===== src/rtl/aes_core_sequencer_if.sv =====
// Handshake and core-side signal bundle for aes_core_sequencer.
// The slave modport is the sequencer; the master drives blocks in and models the core.
interface aes_core_sequencer_if;
   logic         in_valid;
   logic         in_ready;
   logic [127:0] in_key;
   logic [127:0] in_state;
   logic         out_valid;
   logic         out_ready;
   logic [127:0] out_data;
   logic         core_reset;
   logic [7:0]   core_key;
   logic [7:0]   core_state;
   logic [127:0] core_text;

   modport slave (
      input  in_valid, in_key, in_state, out_ready, core_text,
      output in_ready, out_valid, out_data, core_reset, core_key, core_state
   );

   modport master (
      output in_valid, in_key, in_state, out_ready, core_text,
      input  in_ready, out_valid, out_data, core_reset, core_key, core_state
   );
endinterface


===== src/rtl/aes_core_sequencer.sv =====
// Front-end sequencer for the byte-serial AES core: accepts a key/plaintext block, streams
// 16 byte pairs MSB-first, waits out the core latency and returns the captured result.
module aes_core_sequencer #(
   parameter int unsigned CORE_LATENCY = 12,
   parameter int unsigned CNT_W        = 16
) (
   input  logic                clk,
   input  logic                reset,
   aes_core_sequencer_if.slave bus,
   output logic                busy,
   output logic [CNT_W-1:0]    block_count
);

   typedef enum logic [1:0] {StIdle, StLoad, StWait, StDone} state_e;

   localparam logic [7:0] WaitLast = 8'(CORE_LATENCY - 1);

   state_e       r_state;
   state_e       w_state_next;
   logic [3:0]   r_idx;
   logic [3:0]   w_idx_inc;
   logic [6:0]   w_byte_base;
   logic [7:0]   r_wait;
   logic         w_wait_last;
   logic [127:0] r_key;
   logic [127:0] r_st;
   logic [127:0] r_out_data;
   logic [7:0]   r_core_key;
   logic [7:0]   r_core_state;
   logic [CNT_W-1:0] r_count;

   assign w_idx_inc   = r_idx + 4'd1;
   // Byte k lives at [127-8k -: 8], i.e. base 8*(15-k); ~k equals 15-k for 4 bits.
   assign w_byte_base = {~w_idx_inc, 3'b000};
   assign w_wait_last = (r_wait == WaitLast);

   always_ff @(posedge clk) begin
      if (!reset) begin
         r_state <= StIdle;
      end else begin
         r_state <= w_state_next;
      end
   end

   always_comb begin
      w_state_next = r_state;
      case (r_state)
         StIdle:  if (bus.in_valid)      w_state_next = StLoad;
         StLoad:  if (r_idx == 4'd15)    w_state_next = StWait;
         StWait:  if (w_wait_last)       w_state_next = StDone;
         StDone:  if (bus.out_ready)     w_state_next = StIdle;
         default:                        w_state_next = StIdle;
      endcase
   end

   always_ff @(posedge clk) begin
      if (!reset) begin
         r_idx        <= '0;
         r_wait       <= '0;
         r_key        <= '0;
         r_st         <= '0;
         r_out_data   <= '0;
         r_core_key   <= '0;
         r_core_state <= '0;
         r_count      <= '0;
      end else begin
         case (r_state)
            StIdle: begin
               // Byte 0 is registered on the accept edge so it is on the core in LOAD cycle 1.
               if (bus.in_valid) begin
                  r_key        <= bus.in_key;
                  r_st         <= bus.in_state;
                  r_idx        <= '0;
                  r_core_key   <= bus.in_key[127:120];
                  r_core_state <= bus.in_state[127:120];
               end
            end
            StLoad: begin
               if (r_idx == 4'd15) begin
                  r_wait <= '0;
               end else begin
                  r_idx        <= w_idx_inc;
                  r_core_key   <= r_key[w_byte_base +: 8];
                  r_core_state <= r_st[w_byte_base +: 8];
               end
            end
            StWait: begin
               if (w_wait_last) begin
                  r_out_data <= bus.core_text;
               end else begin
                  r_wait <= r_wait + 8'd1;
               end
            end
            StDone: begin
               if (bus.out_ready && (r_count != {CNT_W{1'b1}})) begin
                  r_count <= r_count + CNT_W'(1);
               end
            end
            default: ;
         endcase
      end
   end

   assign bus.in_ready   = (r_state == StIdle) & reset;
   assign bus.out_valid  = (r_state == StDone);
   assign bus.out_data   = r_out_data;
   assign bus.core_reset = (r_state == StIdle) | ~reset;
   assign bus.core_key   = r_core_key;
   assign bus.core_state = r_core_state;
   assign busy           = (r_state != StIdle);
   assign block_count    = r_count;

endmodule


===== src/flat_wrapper.sv =====
// flat-port wrapper written by rule: the top's interface ports become plain ports
module aes_core_sequencer_flat 
#(
   parameter int unsigned CORE_LATENCY = 12,
   parameter int unsigned CNT_W        = 16
)
  (clk, reset, busy, block_count, bus_in_valid, bus_in_key, bus_in_state, bus_out_ready, bus_core_text, bus_in_ready, bus_out_valid, bus_out_data, bus_core_reset, bus_core_key, bus_core_state);
  aes_core_sequencer_if bus_i ();
  input  logic clk;
  input  logic reset;
  output logic busy;
  output logic [CNT_W-1:0] block_count;
  input wire logic [$bits(bus_i.in_valid)-1:0] bus_in_valid;
  input wire logic [$bits(bus_i.in_key)-1:0] bus_in_key;
  input wire logic [$bits(bus_i.in_state)-1:0] bus_in_state;
  input wire logic [$bits(bus_i.out_ready)-1:0] bus_out_ready;
  input wire logic [$bits(bus_i.core_text)-1:0] bus_core_text;
  output wire logic [$bits(bus_i.in_ready)-1:0] bus_in_ready;
  output wire logic [$bits(bus_i.out_valid)-1:0] bus_out_valid;
  output wire logic [$bits(bus_i.out_data)-1:0] bus_out_data;
  output wire logic [$bits(bus_i.core_reset)-1:0] bus_core_reset;
  output wire logic [$bits(bus_i.core_key)-1:0] bus_core_key;
  output wire logic [$bits(bus_i.core_state)-1:0] bus_core_state;
  assign bus_i.in_valid = bus_in_valid;
  assign bus_i.in_key = bus_in_key;
  assign bus_i.in_state = bus_in_state;
  assign bus_i.out_ready = bus_out_ready;
  assign bus_i.core_text = bus_core_text;
  assign bus_in_ready = bus_i.in_ready;
  assign bus_out_valid = bus_i.out_valid;
  assign bus_out_data = bus_i.out_data;
  assign bus_core_reset = bus_i.core_reset;
  assign bus_core_key = bus_i.core_key;
  assign bus_core_state = bus_i.core_state;
  aes_core_sequencer #(.CORE_LATENCY(CORE_LATENCY), .CNT_W(CNT_W)) u_core (.clk(clk), .reset(reset), .bus(bus_i), .busy(busy), .block_count(block_count));
endmodule

===== config.mk =====
export PLATFORM = sky130hd
export DESIGN_NAME = aes_core_sequencer_flat
export DESIGN_NICKNAME = d
export VERILOG_FILES = /design/src/rtl/aes_core_sequencer_if.sv /design/src/rtl/aes_core_sequencer.sv /design/src/flat_wrapper.sv
export SDC_FILE = /design/constraint.sdc
export NUM_CORES = 1
export LEC_CHECK = 0
export BUFFER_PORTS_ARGS = -buffer_cell sky130_fd_sc_hd__buf_4
export CAP_MARGIN = 20
export CELL_PAD_IN_SITES_DETAIL_PLACEMENT = 0
export CELL_PAD_IN_SITES_GLOBAL_PLACEMENT = 2
export CORE_ASPECT_RATIO = 2
export CORE_MARGIN = 3
export CORE_UTILIZATION = 29
export DETAILED_ROUTE_END_ITERATION = 8
export PLACE_DENSITY = 0.83
export SLEW_MARGIN = 20
export SYNTH_ARGS = -nofsm -noshare
export SYNTH_HDL_FRONTEND = slang
export SYNTH_SLANG_ARGS = --single-unit

===== constraint.sdc =====
create_clock -name clk -period 3 [get_ports clk]
set_clock_uncertainty 0.1 [all_clocks]
set_input_delay 0.75 -clock clk [delete_from_list [all_inputs] [get_ports clk]]
set_output_delay 0.75 -clock clk [all_outputs]
set_load 0.02 [all_outputs]

==> out/metrics.csv <==
metric,value,unit
ctsHtreeMaxLevel,2,
portBuffers,551,
status,"complete, no violations",
finalSetupViolations,0,
dr_wl_met2,34.72,mm
first_global_vias,16943,
die_w,180.0,um
path_cells,"inv_1, ha_1, inv_1, nand2_1, buf_4",
wl_met3,4.938,mm
dr.pass1.iters,5,
path_buf_inv,3,
coreArea,59910,um2
antenna_found_initial,7,
grt_max_degree,167,
p_per_area,724.1,nW/um2
drv_slew,0,
final_cell_mix,"nand2_1, buf_4, dfxtp_1, a21oi_1, mux4_2",
startpoint,u_core.r_state[0],
timing.final.crit_share,0.9401,
synth_top_area_share,0.4902,
rsz0062_at_grt,no,
synth_area_leaders,"dfxtp_1, nand2_1, a21oi_1, mux4_2, clkbuf_1",
max_stage_delay,0.38,ns
met1_length,25.92,mm
insertion_delay,0.56,ns
critPathTopFamily,buffers and inverters,
grt_pass1_wl,102.1,mm
r2r-start,u_core.r_state[1],
vias_per_cell,4.974,
netlist_instances,2127,
hold_buffers,0,
final_common_cell,nand2_1,
hold_viol,0,
synth_area_per_cell,8.257,um2
start_util,0.2932,
crit_path_end_kind,output pin,
cts_setup_buffers,0,
cp-start-kind,flop,
synth_nets,2522,
numClockSinks,430,
ant_nets,0,
yosysTopAreaCell,dfxtp_1,
syn-cell-area,17560,um2
hpwl,50.16,mm
clockBufferDepth,3,
drive_above_1_share,0.2851,
p_leak,9.641,nW
ys_ff_latch,430,
area_delta_synth_final,37.00,%
grt_usage,0.2017,
max-slew-margin-rel,0.3356,
yosys_warnings,0,
nNetsFinal,2983,
min_from,bus_in_state[45],
synthFlopType,dfxtp_1,
crit_path_frequent_cell,inv_1,
root_buffer,clkbuf_16,
cts_buffers,42,
postCtsResizedCells,0,
critPathArrivalTime,1.97,ns
overflow,0,
drt_iter0_drc,968,
ys_seq_area_frac,0.4902,
num_rows,127,
place_congestion,0.8258,
fp.dieH,354.0,um
avgRoutedWirePerCell,19.86,um
worstMarginPinSlew,0.9965,ns
tns,0,ns
slowest_stage,dfxtp_1,
synth_edf_count,0,
worst_hold_path_type,in2reg,
route.detailed.drc,0,
cts_tree,done,
cp_max_fo,6,
io_pins,552,
die-area,63730,um2
drt_wl_total,67.44,mm
crit_required,2.15,ns
power.total,17.42,mW
max-cap-violations,0,
ir_worst_vdd,0.4784,mV
worstSetupPathType,reg2out,
synthArstFlopShare,0,
fin_crit,2.820,ns
path_clk_slew,0.07,ns
highest_layer,met5,
yosysUniqueCellTypes,45,
max_freq,354.6,MHz
routed-via-count,16887,
## synthesized netlist by cell type (2+ instances only)
| cell | count |
|---|---|
| a21oi_1 | 424 |
| a31oi_1 | 2 |
| a32o_1 | 15 |
| and3_1 | 19 |
| and4_1 | 3 |
| buf_1 | 6 |
| buf_2 | 10 |
| buf_6 | 3 |
| clkbuf_1 | 148 |
| dfxtp_1 | 430 |
| ha_1 | 7 |
| inv_1 | 12 |
| mux2_2 | 2 |
| mux2i_1 | 22 |
| mux4_2 | 63 |
| nand2_1 | 784 |
| nand2b_1 | 2 |
| nand3_1 | 31 |
| nand4_1 | 22 |
| nand4b_1 | 2 |
| nor2_1 | 8 |
| nor3_1 | 4 |
| nor4_1 | 2 |
| o21ai_0 | 28 |
| o311a_1 | 15 |
| o31ai_1 | 7 |
| o41ai_1 | 2 |
| or2_2 | 15 |
| or3_1 | 12 |
| or4_1 | 9 |
| xnor2_1 | 4 |
## tightest hold or removal path, delay by kind of cell
family                 cells  cell delay, ns
AO/OA/AOI/OAI              1            0.05
AND/OR/NAND/NOR            1            0.05
buffers and inverters      1            0.11
## path summary, 6_finish.rpt
kind | to | slack (ns) | cells past startpoint
max | bus_core_reset | 0.18 | 5
min | u_core.r_st[45] | 0.33 | 3
max reg2reg | u_core.bus.core_state[5] | 0.41 | 6
min reg2reg | u_core.r_st[5] | 0.35 | 2
## per-layer routing
layer	vias up	GRT usage
met3	87	0.04986
met1	7988	0.2308
li1	8154	-
met4	12	0.06132
met2	646	0.3688
met5	-	0
## final cells by class
class / count / area, um2
antenna: 1 / 2.502
timing repair buffer: 586 / 4587
inverter: 13 / 56.30
clock buffer: 61 / 1255
fill: 6142 / 35850
sequential: 430 / 8612
multi-input combinational: 1515 / 8302
tap: 774 / 968.4
clock inverter: 15 / 276.5
## power breakdown
group	internal, mW	switching (mW)	total [mW]
sequential	6.44	0.452	6.89
combinational	1.85	2.78	4.62
clock	3.52	2.38	5.91
## registers in the layout, indices dropped and copies added (netlist names)
register,cells
u_core.r_idx,4
u_core.bus.out_data,128
u_core.r_key,128
u_core.r_st,128
u_core.bus.core_state,8
u_core.block_count,16
u_core.r_state,2
u_core.r_wait,8
u_core.bus.core_key,8
## kinds of logic (layout without fill, tap and decap cells)
family                     Yosys count  in the layout  synth area share
and+or+nand+nor                    916            916            0.2126
AOI/OAI and AO/OA                  500            500            0.1540
DFF                                430            430            0.4902
buffers and inverters              182            675           0.04118
muxes                               87             87           0.09461
adders and majority gates            7              7          0.004987
xor gates and xnor gates             5              5          0.002493
other                                0              1                 0
## per-stage QoR
step	util	instances	area (um2)	hold slack (ns)	setup slack, ns
after floorplan	-	2127	17560	0.3331	0.6425
after global placement	0.3760	3318	22530	0.3387	0.4382
after detailed placement	0.3760	3318	22530	0.3438	0.4226
after CTS	0.4016	3394	24060	0.2947	0.1077
after global routing	0.4016	3395	24060	0.3120	0.04888
final	0.4016	3395	24060	0.3327	0.1798
Note: power is estimated with default switching activity, not from simulation.
